## src/rtl/gg_mb_parse_sequencer_if.sv

```systemverilog
// Bitstream word stream between the word source and the MB parse sequencer.
// Ports: s_data (first bit at MSB), s_valid, s_last, s_ready; master = source.
interface gg_mb_parse_sequencer_if #(
   parameter int WID = 32
);
   logic [WID-1:0] s_data;
   logic           s_valid;
   logic           s_last;
   logic           s_ready;

   modport master (
      output s_data, s_valid, s_last,
      input  s_ready
   );

   modport slave (
      input  s_data, s_valid, s_last,
      output s_ready
   );
endinterface

```

## src/rtl/gg_mb_parse_sequencer.sv

```systemverilog
// Slice controller for the MB parse lattice: 2-word buffer, lookahead pad,
// mb_start injection, mb_end counting, underrun/timeout flags, flush to s_last.
// Ports: clk/reset, start/num_mb control, busy/done/err_*/mb_count status,
//   s (word stream slave), lat_* lattice drive, lat_mb_end lattice feedback.
module gg_mb_parse_sequencer #(
   parameter int WID           = 32,
   parameter int TIMEOUT_WORDS = 128
) (
   input  logic                   clk,
   input  logic                   reset,
   input  logic                   start,
   input  logic [15:0]            num_mb,
   output logic                   busy,
   output logic                   done,
   output logic                   err_underrun,
   output logic                   err_timeout,
   output logic [15:0]            mb_count,
   gg_mb_parse_sequencer_if.slave s,
   output logic                   lat_reset,
   output logic                   lat_en,
   output logic [WID-1:0]         lat_bits,
   output logic [31:0]            lat_pad,
   output logic [WID-1:0]         lat_mb_start,
   input  logic [WID-1:0]         lat_mb_end
);

   localparam int TW_W = $clog2(TIMEOUT_WORDS + 1);
   localparam int KW   = $clog2(WID + 1);

   typedef enum logic [1:0] {IDLE, FILL, RUN, FLUSH} state_t;

   state_t          state, state_n;
   logic [WID-1:0]  cur_d, nxt_d;
   logic            cur_l, nxt_l, cur_v, nxt_v;
   logic [15:0]     rem;
   logic            first;
   logic [TW_W-1:0] tcnt, tcnt_n;
   logic [KW-1:0]   k_raw;
   logic [15:0]     k;
   logic            step, pop, acc, last_held;
   logic            set_under, set_tmo;

   always_comb begin
      k_raw = '0;
      for (int i = 0; i < WID; i++)
         k_raw = k_raw + KW'(lat_mb_end[i]);
   end

   // mb_end flags past the slice's final MB are clipped away
   assign k      = (16'(k_raw) > rem) ? rem : 16'(k_raw);
   assign tcnt_n = (k != 16'd0) ? '0 : tcnt + 1'b1;

   assign step = (state == RUN) & cur_v & (nxt_v | cur_l);
   // FLUSH discards one buffered word per cycle
   assign pop  = step | ((state == FLUSH) & cur_v);

   // Once the slice's last word is buffered, words after it belong
   // to the next slice and must stay upstream.
   assign last_held = (cur_v & cur_l) | (nxt_v & nxt_l);
   assign s.s_ready = (state != IDLE) & ~last_held & (~nxt_v | pop);
   assign acc       = s.s_valid & s.s_ready;

   always_comb begin
      state_n   = state;
      set_under = 1'b0;
      set_tmo   = 1'b0;
      unique case (state)
         IDLE:  if (start) state_n = FILL;
         FILL:  if (cur_v & (nxt_v | cur_l)) state_n = RUN;
         RUN: begin
            if (step) begin
               if (rem == k) begin
                  state_n = cur_l ? IDLE : FLUSH;
               end else if (cur_l) begin
                  set_under = 1'b1;
                  state_n   = IDLE;
               end else if (tcnt_n == TW_W'(TIMEOUT_WORDS)) begin
                  set_tmo = 1'b1;
                  state_n = FLUSH;
               end
            end
         end
         FLUSH: if (pop & cur_l) state_n = IDLE;
         default: state_n = IDLE;
      endcase
   end

   assign busy         = (state != IDLE);
   assign lat_reset    = (state == IDLE) | (state == FLUSH);
   assign lat_en       = step;
   assign lat_bits     = step ? cur_d : '0;
   assign lat_pad      = (step & ~cur_l) ? nxt_d[WID-1 -: 32] : 32'd0;
   assign lat_mb_start = (step & first) ? {1'b1, {(WID-1){1'b0}}} : '0;

   always_ff @(posedge clk) begin
      if (reset) begin
         state        <= IDLE;
         cur_v        <= 1'b0;
         nxt_v        <= 1'b0;
         rem          <= '0;
         first        <= 1'b0;
         tcnt         <= '0;
         mb_count     <= '0;
         err_underrun <= 1'b0;
         err_timeout  <= 1'b0;
         done         <= 1'b0;
      end else begin
         state <= state_n;
         done  <= (state != IDLE) & (state_n == IDLE);
         if ((state == IDLE) & start) begin
            rem          <= (num_mb == 16'd0) ? 16'd1 : num_mb;
            mb_count     <= '0;
            err_underrun <= 1'b0;
            err_timeout  <= 1'b0;
            first        <= 1'b1;
            tcnt         <= '0;
         end
         if (step) begin
            first    <= 1'b0;
            rem      <= rem - k;
            mb_count <= mb_count + k;
            tcnt     <= tcnt_n;
         end
         if (set_under) err_underrun <= 1'b1;
         if (set_tmo)   err_timeout  <= 1'b1;
         if (pop) begin
            cur_d <= nxt_d;
            cur_l <= nxt_l;
            cur_v <= nxt_v;
            nxt_v <= 1'b0;
            if (acc) begin
               if (nxt_v) begin
                  nxt_d <= s.s_data;
                  nxt_l <= s.s_last;
                  nxt_v <= 1'b1;
               end else begin
                  cur_d <= s.s_data;
                  cur_l <= s.s_last;
                  cur_v <= 1'b1;
               end
            end
         end else if (acc) begin
            if (cur_v) begin
               nxt_d <= s.s_data;
               nxt_l <= s.s_last;
               nxt_v <= 1'b1;
            end else begin
               cur_d <= s.s_data;
               cur_l <= s.s_last;
               cur_v <= 1'b1;
            end
         end
      end
   end

endmodule

```

## src/flat_wrapper.sv

```systemverilog
// flat-port wrapper written by rule: the top's interface ports become plain ports
module gg_mb_parse_sequencer_flat 
#(
   parameter int WID           = 32,
   parameter int TIMEOUT_WORDS = 128
)
  (clk, reset, start, num_mb, busy, done, err_underrun, err_timeout, mb_count, lat_reset, lat_en, lat_bits, lat_pad, lat_mb_start, lat_mb_end, s_s_data, s_s_valid, s_s_last, s_s_ready);
  gg_mb_parse_sequencer_if #(.WID(WID)) s_i ();
  input  logic clk;
  input  logic reset;
  input  logic start;
  input  logic [15:0] num_mb;
  output logic busy;
  output logic done;
  output logic err_underrun;
  output logic err_timeout;
  output logic [15:0] mb_count;
  output logic lat_reset;
  output logic lat_en;
  output logic [WID-1:0] lat_bits;
  output logic [31:0] lat_pad;
  output logic [WID-1:0] lat_mb_start;
  input  logic [WID-1:0] lat_mb_end;
  input wire logic [$bits(s_i.s_data)-1:0] s_s_data;
  input wire logic [$bits(s_i.s_valid)-1:0] s_s_valid;
  input wire logic [$bits(s_i.s_last)-1:0] s_s_last;
  output wire logic [$bits(s_i.s_ready)-1:0] s_s_ready;
  assign s_i.s_data = s_s_data;
  assign s_i.s_valid = s_s_valid;
  assign s_i.s_last = s_s_last;
  assign s_s_ready = s_i.s_ready;
  gg_mb_parse_sequencer #(.WID(WID), .TIMEOUT_WORDS(TIMEOUT_WORDS)) u_core (.clk(clk), .reset(reset), .start(start), .num_mb(num_mb), .busy(busy), .done(done), .err_underrun(err_underrun), .err_timeout(err_timeout), .mb_count(mb_count), .s(s_i), .lat_reset(lat_reset), .lat_en(lat_en), .lat_bits(lat_bits), .lat_pad(lat_pad), .lat_mb_start(lat_mb_start), .lat_mb_end(lat_mb_end));
endmodule
```

## config.mk

```make
export PLATFORM = sky130hd
export DESIGN_NAME = gg_mb_parse_sequencer_flat
export DESIGN_NICKNAME = d
export VERILOG_FILES = /design/src/rtl/gg_mb_parse_sequencer_if.sv /design/src/rtl/gg_mb_parse_sequencer.sv /design/src/flat_wrapper.sv
export SDC_FILE = /design/constraint.sdc
export NUM_CORES = 1
export LEC_CHECK = 0
export CELL_PAD_IN_SITES_DETAIL_PLACEMENT = 1
export CELL_PAD_IN_SITES_GLOBAL_PLACEMENT = 2
export CORE_ASPECT_RATIO = 0.8
export CORE_UTILIZATION = 29
export DETAILED_ROUTE_END_ITERATION = 7
export PLACE_DENSITY_LB_ADDON = 0.15
export RECOVER_POWER = 100
export SETUP_SLACK_MARGIN = 0.1
export SYNTH_ARGS = -nofsm -noshare
export SYNTH_HDL_FRONTEND = slang
export SYNTH_SLANG_ARGS = --single-unit
```

## constraint.sdc

```tcl
create_clock -name clk -period 22.5 [get_ports clk]
set_input_delay 3.375 -clock clk [delete_from_list [all_inputs] [get_ports clk]]
set_output_delay 3.375 -clock clk [all_outputs]
set_load 0.02 [all_outputs]
```

# Yosys cells after proc, flatten, opt, wreduce, memory -nomap -nowiden
# Index checks and enable logic that the tools add are counted.
[word_totals] output_inout_bits=119 reg_bits=114 input_bits=85 wordCells=154
[op_classes] n_lt_le_gt_ge=1 n_eq_ne=7 bitwise=23 n_reduce_logical=14 add_sub_neg=34 muxes=61
[op_table] operator="2-to-1 mux 32 bit" n=13
[op_table] operator="adder 6 x 1 -> 6 bit" n=30
[op_table] operator="2-to-1 mux 16 bit" n=6
[op_table] operator="2-to-1 mux 1 bit" n=30
[op_table] operator="2-to-1 mux 8 bit" n=3
[op_table] operator="adder 16 bit" n=1
[op_table] operator="== test 16 bit" n=1
[op_table] operator="> comparator 6 x 16 -> 1 bit" n=1
[op_table] operator="zero test 16 bit" n=1
[op_table] operator="2-to-1 mux 2 bit" n=8
[op_table] operator="nonzero test 16 bit" n=1
[op_table] operator="subtractor 16 bit" n=1
[op_table] operator="bitwise AND 1 bit" n=14
[op_table] operator="nonzero test 2 bit" n=6
[op_table] operator="adder 8 x 1 -> 8 bit (second input constant)" n=1
[op_table] operator="== test 8 bit (second input constant)" n=1
[op_table] operator="case mux 2 bit (4 select lines)" n=1
[op_table] operator="OR 1 bit" n=5
[op_table] operator="== test 2 bit (second input constant)" n=2
[op_table] operator="zero test 2 bit" n=2
[op_table] operator="inverter 1 bit" n=4
[op_table] operator="AND reduction 4 bit" n=1
[op_table] operator="AND reduction 3 bit" n=1
[op_table] operator="adder 1 x 1 -> 2 bit" n=1
[op_table] operator="other kinds (5)" n=5

# Logic depth before layout (Yosys ltp)
# Gate-level depths: netlist of run 1.
[logic_depth] word_depth=43 ltp_mapped=33 mapped_depth_nobuf=33

# Least setup slack after synthesis of run 1
# Ideal clock, no wire load.
[synth_timing] kind="input to register" startpoint="input port lat_mb_end[0]" endpoint="register u_core.mb_count[8]" setup_slack_ns=11.668 required_time_ns=22.383 arrival_ns=10.715 setup_time_ns=0.117 path_buffers=0 stages=30 cell_sequence="ha_1 inv_1 fa_1 inv_1 fa_1 fa_1 fa_1 fa_1 inv_1 fa_1 inv_1 fa_1 inv_1 fa_1 inv_1 a21o_1 a21oi_1 xnor2_1 ha_1 nand4_1 o22ai_1 a311oi_4 mux2_2 ha_1 nor2b_1 o31a_1 o31ai_1 a21boi_0 or3_1 a32o_1"
[synth_between] elab_chain_cells=35
[synth_lines] item="start, declared" line_no="flat_wrapper.sv:23" rtl="input logic [WID-1:0] lat_mb_end;"
[synth_lines] item="adder 1 x 1 -> 2 bit *" line_no="gg_mb_parse_sequencer.sv:46" rtl="k_raw = k_raw + KW'(lat_mb_end[i]);"
[synth_lines] item="adder 6 x 1 -> 6 bit * (30 in series)" line_no="gg_mb_parse_sequencer.sv:46"
[synth_lines] item="> comparator 6 x 16 -> 1 bit" line_no="gg_mb_parse_sequencer.sv:50" rtl="assign k = (16'(k_raw) > rem) ? rem : 16'(k_raw);"
[synth_lines] item="2-to-1 mux 16 bit *" line_no="gg_mb_parse_sequencer.sv:50"
[synth_lines] item="adder 16 bit *" line_no="gg_mb_parse_sequencer.sv:121" rtl="mb_count <= mb_count + k;"
[synth_lines] item="2-to-1 mux 16 bit *" line_no="gg_mb_parse_sequencer.sv:118" rtl="if (step) begin"
[synth_lines] item="end signal, assigned" line_no="gg_mb_parse_sequencer.sv:121"
[synth_lines] item="end, declared" line_no="gg_mb_parse_sequencer.sv:17" rtl="output logic [15:0] mb_count,"
# Every way passes the cells marked *; elsewhere a longest branch is shown, timed or not.
# A chain may end at the register's enable or synchronous reset.

# Final worst setup path of run 1
[layout_timing] startpoint="input port lat_mb_end[1]" endpoint="register u_core.rem[13]"
[layout_between] elab_chain_cells=35
[layout_lines] item="adder 1 x 1 -> 2 bit *" line_no="gg_mb_parse_sequencer.sv:46"
[layout_lines] item="adder 6 x 1 -> 6 bit * (30 in series)" line_no="gg_mb_parse_sequencer.sv:46"
[layout_lines] item="> comparator 6 x 16 -> 1 bit" line_no="gg_mb_parse_sequencer.sv:50"
[layout_lines] item="2-to-1 mux 16 bit *" line_no="gg_mb_parse_sequencer.sv:50"
[layout_lines] item="subtractor 16 bit *" line_no="gg_mb_parse_sequencer.sv:120" rtl="rem <= rem - k;"
[layout_lines] item="2-to-1 mux 16 bit *" line_no="gg_mb_parse_sequencer.sv:118"
[layout_lines] item="end signal, assigned" line_no="gg_mb_parse_sequencer.sv:111" rtl="rem <= (num_mb == 16'd0) ? 16'd1 : num_mb;"
[layout_lines] item="end signal, assigned" line_no="gg_mb_parse_sequencer.sv:120"
[layout_lines] item="end, declared" line_no="gg_mb_parse_sequencer.sv:35" rtl="logic [15:0] rem;"
# Marks and branches as above.

==> flow_summary.yaml, run 1 <==
placed_design:
  io_buffers: 172
  placed_area_mm2: 0.009587
  gp_congestion: 0.7822
  dpl.cell_count: 1274
  detailed_place_hpwl_um: 15640
critical_path:
  crit_top_cell: "fa_1"
  cp_max_fo: 10
  cp.required_ns: 22.81
  critical-path-slowest-cell: "o41ai_1"
  start_kind: "primary input"
  critPathKind: "in -> reg"
  cp-end-kind: "flip-flop"
  slowest_delay_ns: 1.24
  arrival_ns: 13.05
detailed_routing:
  final_antenna_net_count: 0
  drtIter0Drc: 169
  routed_wl_um: 21630
  avgRoutedWirePerCell_um: 16.52
  drt_pass1_iterations: 5
  vias: 6121
  drc: 0
  viasPerCell: 4.676
timing:
  worstMarginPinSlew_ns: 2.992
  post-route-min-period_ns: 12.74
  holdWs_ns: 0.4557
  maxSlewHeadroom: -1.002
  setup_tns_ns: 0
  hold_viol: 0
  rsz0062_at_grt: "no"
  timing.fmax_mhz: 78.50
  setup_viol: 0
  fin_worst_skew_ns: 0.01016
  slew_viol_final: 235
  post-route-period-util: 0.5662
grt:
  grt_pass1_wl_um: 34760
  grt_start_max_net_pins: 54
  antenna_found_initial: 5
  grt_pass1_vias: 6354
  overflow: 0
  track_usage: 0.1672
synth:
  ys_seq_area_frac: 0.3884
  synth_ff_type: "edfxtp_1"
  netlist_instances: 767
  yosysWarningCount: 0
  synth.avg_cell_area_um2: 9.877
  ys_ff_latch: 114
  synthDistinctLibCells: 72
  synth-edff-count: 66
  netlist_area_mm2: 0.007576
  ys_async_sr_fraction: 0
final_layout:
  syn_to_final_growth_pct: 33.34
  drive_gt1_frac: 0.07853
  utilization: 0.3961
  final_nets: 1094
  final_area_mm2: 0.01010
  stdcell_count: 1309
die:
  die-area_mm2: 0.02678
  start_util: 0.2970
  core.rowCount: 52
  ios: 204
  coreArea_mm2: 0.02550
  die_w_um: 182.7
  die_height_um: 146.6
clock_network:
  worstSkewPairLatency_ns: 0.43
  cts_root_buf: "clkbuf_16"
  cts_hold_buf: 0
  cts_sinks: 114
  tritoncts.num_buffers: 17
  cts_tree: "yes"
  path_clk_slew_ns: 0.06
  cts_setup_buffers: 0
  clk_path_buf_depth: 2
  ctsResizeCount: 0
  htree_levels: 4
power_and_ir_drop:
  power.density_mw_per_mm2: 151.2
  cellLeakagePower_nw: 4.053
  ir_worst_vdd_uv: 92.78
outcome:
  outcome: "finished with violations"
  violations: "max-capacitance violations, max-slew violations"
min_path:
  worstHoldPathType: "reg -> reg"
run:
  drv_cap: 7
==> worst max-delay path, delay by kind of cell <==
| family | cells | cell delay, ns |
|---|---|---|
| fa+ha+maj | 11 | 4.44 |
| compound gates | 11 | 3.88 |
| xor+xnor | 1 | 0.10 |
| buf+inv | 8 | 1.01 |
| simple gates | 2 | 0.21 |
==> area by class of cell <==
type                            count  area (µm²)
Fill cell                        2892       15400
Multi-Input combinational cell    567        4153
Sequential cell                   114        2943
Timing Repair Buffer              180        1759
Clock buffer                       23       457.9
Tap cell                          351       439.2
Inverter                           62       232.7
Clock inverter                      9       110.1
Antenna cell                        3       7.507
==> cell usage in the layout, fill, tap and decap left out, types with 9 or more instances in the layout <==
master	count
fa_1	26
clkbuf_16	17
clkdlybuf4s50_1	84
ha_1	41
o21ai_0	25
a21oi_1	34
nand2_1	47
edfxtp_1	66
and3_1	10
and2_0	34
xnor2_1	10
dfxtp_1	48
dlygate4sd3_1	88
a31oi_1	12
nor3_1	16
conb_1	40
inv_1	61
and2_1	32
nand3_1	32
nor2_1	42
nor2b_1	9
mux2_2	35
clkbuf_1	11
==> registers in the layout (all words and copies together) (netlist names) <==
name	flops
u_core.state	2
u_core.nxt_l	1
u_core.nxt_v	1
u_core.nxt_d	32
u_core.tcnt	8
u_core.cur_d	32
u_core.rem	16
u_core.first	1
u_core.err_timeout	1
u_core.mb_count	16
u_core.err_underrun	1
u_core.cur_v	1
u_core.done	1
u_core.cur_l	1
==> per-layer routing <==
layer  share of wire  vias up  global-route usage
met1            0.48     2957              0.2183
met4          0.0072        4             0.03908
li1                -     3018                   -
met5         0.00092        -                   0
met2            0.44      130              0.2538
met3           0.078       12             0.07109
==> stage by stage <==
step	setup slack [ns]	power (mW)
floorplan	11.67	1.055
global placement	10.70	1.318
detailed placement	10.47	1.307
CTS	10.89	1.591
global route	8.907	1.700
finish	9.761	1.527
==> worst paths after layout <==
| check | startpoint | endpoint | slack (ns) | depth (start not counted) |
|---|---|---|---|---|
| worst max-delay path | lat_mb_end[1] | u_core.rem[13] | 9.76 | 33 |
| worst min-delay path | u_core.mb_count[15] | u_core.mb_count[15] | 0.46 | 1 |
| worst max register to register | u_core.state[0] | u_core.cur_d[25] | 15.60 | 9 |
| worst min register to register | u_core.mb_count[15] | u_core.mb_count[15] | 0.46 | 1 |
==> power breakdown <==
part / switching [mW] / total [mW] / internal [mW]
combinational: 0.582 / 0.993 / 0.410
clock: 0.104 / 0.269 / 0.166
sequential: 0.0176 / 0.265 / 0.248
==> synthesized netlist by cell type, types with 4 or more instances <==
cell type  count  area share
fa_1          26       0.069
a311oi_1       4      0.0046
ha_1          41       0.068
mux2_2        38       0.056
o211ai_1       6      0.0059
or3_1          7      0.0058
o21a_1         6      0.0059
a22oi_1        5      0.0050
nor4_1         7      0.0058
clkbuf_1      24       0.012
o31a_1         4      0.0046
nand2_1       47       0.023
a211oi_1       6      0.0059
a21o_1         7      0.0069
mux2i_1        5      0.0066
inv_1         61       0.030
nand3_1       32       0.021
o31ai_1        4      0.0040
nor2b_1        9      0.0074
nor2_1        42       0.021
nor3_1        16       0.011
a31oi_1       12      0.0099
o21ai_0       25       0.017
a21oi_1       35       0.023
buf_2          4      0.0026
and2_1        66       0.055
dfxtp_1       48        0.13
o2111ai_1      4      0.0046
edfxtp_1      66        0.26
buf_4         31       0.031
and3_1        10      0.0083
xnor2_1       10       0.012
==> cells by family after synthesis <==
group | Yosys count | share of synthesized area
compound gates | 148 | 0.1351
xor+xnor | 13 | 0.01503
fa+ha+maj | 67 | 0.1364
buf+inv | 125 | 0.08092
flops | 114 | 0.3884
mux | 43 | 0.06309
other cells | 1 | 0.0004950
simple gates | 256 | 0.1805
No activity file was read; power rests on OpenSTA's default activity.
==> inputs of run 2 (changes only) <==
CORE_UTILIZATION = 27   (was 29)
clock period = 11.45 ns   (was 22.5 ns; I/O delays follow)
==> run 2 against run 1 <==
Register-to-register slack worse by 11 ns. Largest power group unchanged. The flow still finishes with violations (max-capacitance violations, max-slew violations). Routed wire length is 3.0% higher. First-iteration DRC count is 22% higher. Clock skew hardly changed.
==> flow_summary.yaml, run 2 (synthesis results as in run 1) <==
final_layout:
  final_nets: 1093
  top_regs: "u_core.cur_d (32), u_core.nxt_d (32)"
  regArea_mm2: 0.002943
  final_cell_mix: "dlygate4sd3_1 (97), clkdlybuf4s50_1 (75), edfxtp_1 (66), inv_1 (62), dfxtp_1 (48)"
  mostFrequentLayoutCell: "dlygate4sd3_1"
  syn_to_final_growth_pct: 34.12
  n_fill_cell: 3152
  drive_gt1_frac: 0.07862
  multi_input_area_mm2: 0.004169
  stdcell_count: 1319
placed_design:
  dpl.cell_count: 1286
  gp_congestion: 0.7724
  io_buffers: 172
  detailed_place_hpwl_um: 16250
timing:
  setup_viol: 0
  timing.fmax_mhz: 97.86
  setup_tns_ns: 0
  post-route-period-util: 0.8925
  fin_worst_skew_ns: 0.01062
  maxSlewHeadroom: -1.018
  rsz0062_at_grt: "no"
  holdWs_ns: 0.4570
  post-route-min-period_ns: 10.22
  hold_viol: 0
  worstMarginPinSlew_ns: 3.016
  slew_viol_final: 174
clock_network:
  cts_sinks: 114
  ctsResizeCount: 0
  htree_levels: 4
  tritoncts.num_buffers: 17
  cts_root_buf: "clkbuf_16"
  cts_tree: "yes"
  cts_setup_buffers: 0
  path_clk_slew_ns: 0.06
  cts_hold_buf: 0
  clk_path_buf_depth: 2
  worstSkewPairLatency_ns: 0.43
outcome:
  violations: "max-capacitance violations, max-slew violations"
  outcome: "finished with violations"
critical_path:
  crit_top_cell: "fa_1"
  cp-end-kind: "flip-flop"
  cp.required_ns: 11.76
  critical-path-slowest-cell: "o41ai_2"
  critPathKind: "in -> reg"
  cp_max_fo: 10
  r2r_setup_slack_ns: 4.12
  start_kind: "primary input"
  slowest_delay_ns: 0.93
  arrival_ns: 10.53
detailed_routing:
  drtIter0Drc: 207
  drc: 0
  final_antenna_net_count: 0
  vias: 6164
  drt_pass1_iterations: 4
  avgRoutedWirePerCell_um: 16.89
  viasPerCell: 4.673
  routed_wl_um: 22280
grt:
  grt_start_max_net_pins: 37
  track_usage: 0.1611
  overflow: 0
  antenna_found_initial: 2
  grt_pass1_vias: 6517
  grt_pass1_wl_um: 36140
run:
  drv_cap: 5
die:
  ios: 204
  core.rowCount: 54
  die_w_um: 189.3
  die-area_mm2: 0.02874
  die_height_um: 151.8
  coreArea_mm2: 0.02743
  start_util: 0.2762
power_and_ir_drop:
  ir_worst_vdd_uv: 167.9
  cellLeakagePower_nw: 4.125
  power.density_mw_per_mm2: 306.5
min_path:
  worstHoldPathType: "reg -> reg"
[run 2: changes by cell type in the layout (fill, tap and decap cells not counted), moves of 3 or more]
cell             before  now
clkbuf_1             11    7
clkdlybuf4s50_1      84   75
and2_1               32   41
inv_6                 0    3
and2_0               34   25
dlygate4sd3_1        88   97
[run 2: stage by stage]
stage	utilization	total power, mW	setup WS [ns]	cell area [µm²]
3_5_place_dp	0.3498	2.599	0.9187	9595
6_report	0.3704	3.114	1.231	10160
5_1_grt	0.3704	3.436	0.5985	10160
2_1_floorplan	-	2.074	2.275	7722
3_3_place_gp	0.3498	2.590	1.182	9595
4_1_cts	0.3719	3.181	1.382	10200
[run 2: routing by layer]
metal | share of wire | vias up | wire [µm] | track usage
met5 | 0.00045 | - | 10 | 0
li1 | - | 3009 | - | -
met3 | 0.068 | 23 | 1516 | 0.05636
met1 | 0.46 | 3004 | 10330 | 0.2079
met4 | 0.013 | 2 | 297 | 0.04608
met2 | 0.45 | 126 | 10130 | 0.2532
[run 2: critical path: cells and delay by family]
| kind | cells | cell delay [ns] |
|---|---|---|
| buffers and inverters | 8 | 1.02 |
| AND/OR/NAND/NOR | 3 | 0.31 |
| XOR/XNOR | 1 | 0.17 |
| adder cells (fa/ha/maj) | 11 | 4.39 |
| AO/OA/AOI/OAI | 10 | 2.93 |
[run 2: power breakdown]
group	internal (mW)	leakage [nW]	total, mW	switching, mW
clock network	0.345	0.292	0.564	0.219
registers	0.487	0.988	0.522	0.0346
logic	0.820	2.84	2.03	1.21
total	1.65	4.12	3.11	1.46
[run 2: worst paths after layout]
| kind | depth (start not counted) | end | from |
|---|---|---|---|
| worst min-delay path | 1 | u_core.mb_count[15] | u_core.mb_count[15] |
| worst min register to register | 1 | u_core.mb_count[15] | u_core.mb_count[15] |
| worst max-delay path | 33 | u_core.rem[13] | lat_mb_end[1] |
| worst max register to register | 9 | u_core.cur_d[14] | u_core.state[0] |
[run 2: area by class of cell]
type,count,share of cell area
well taps,364,0.04482
multi-input cells,567,0.4103
clock inverters,14,0.01749
clock buffers,18,0.04224
flip-flops and latches,114,0.2896
inverters,62,0.02290
diodes,1,0.0002463
repair buffers,179,0.1724
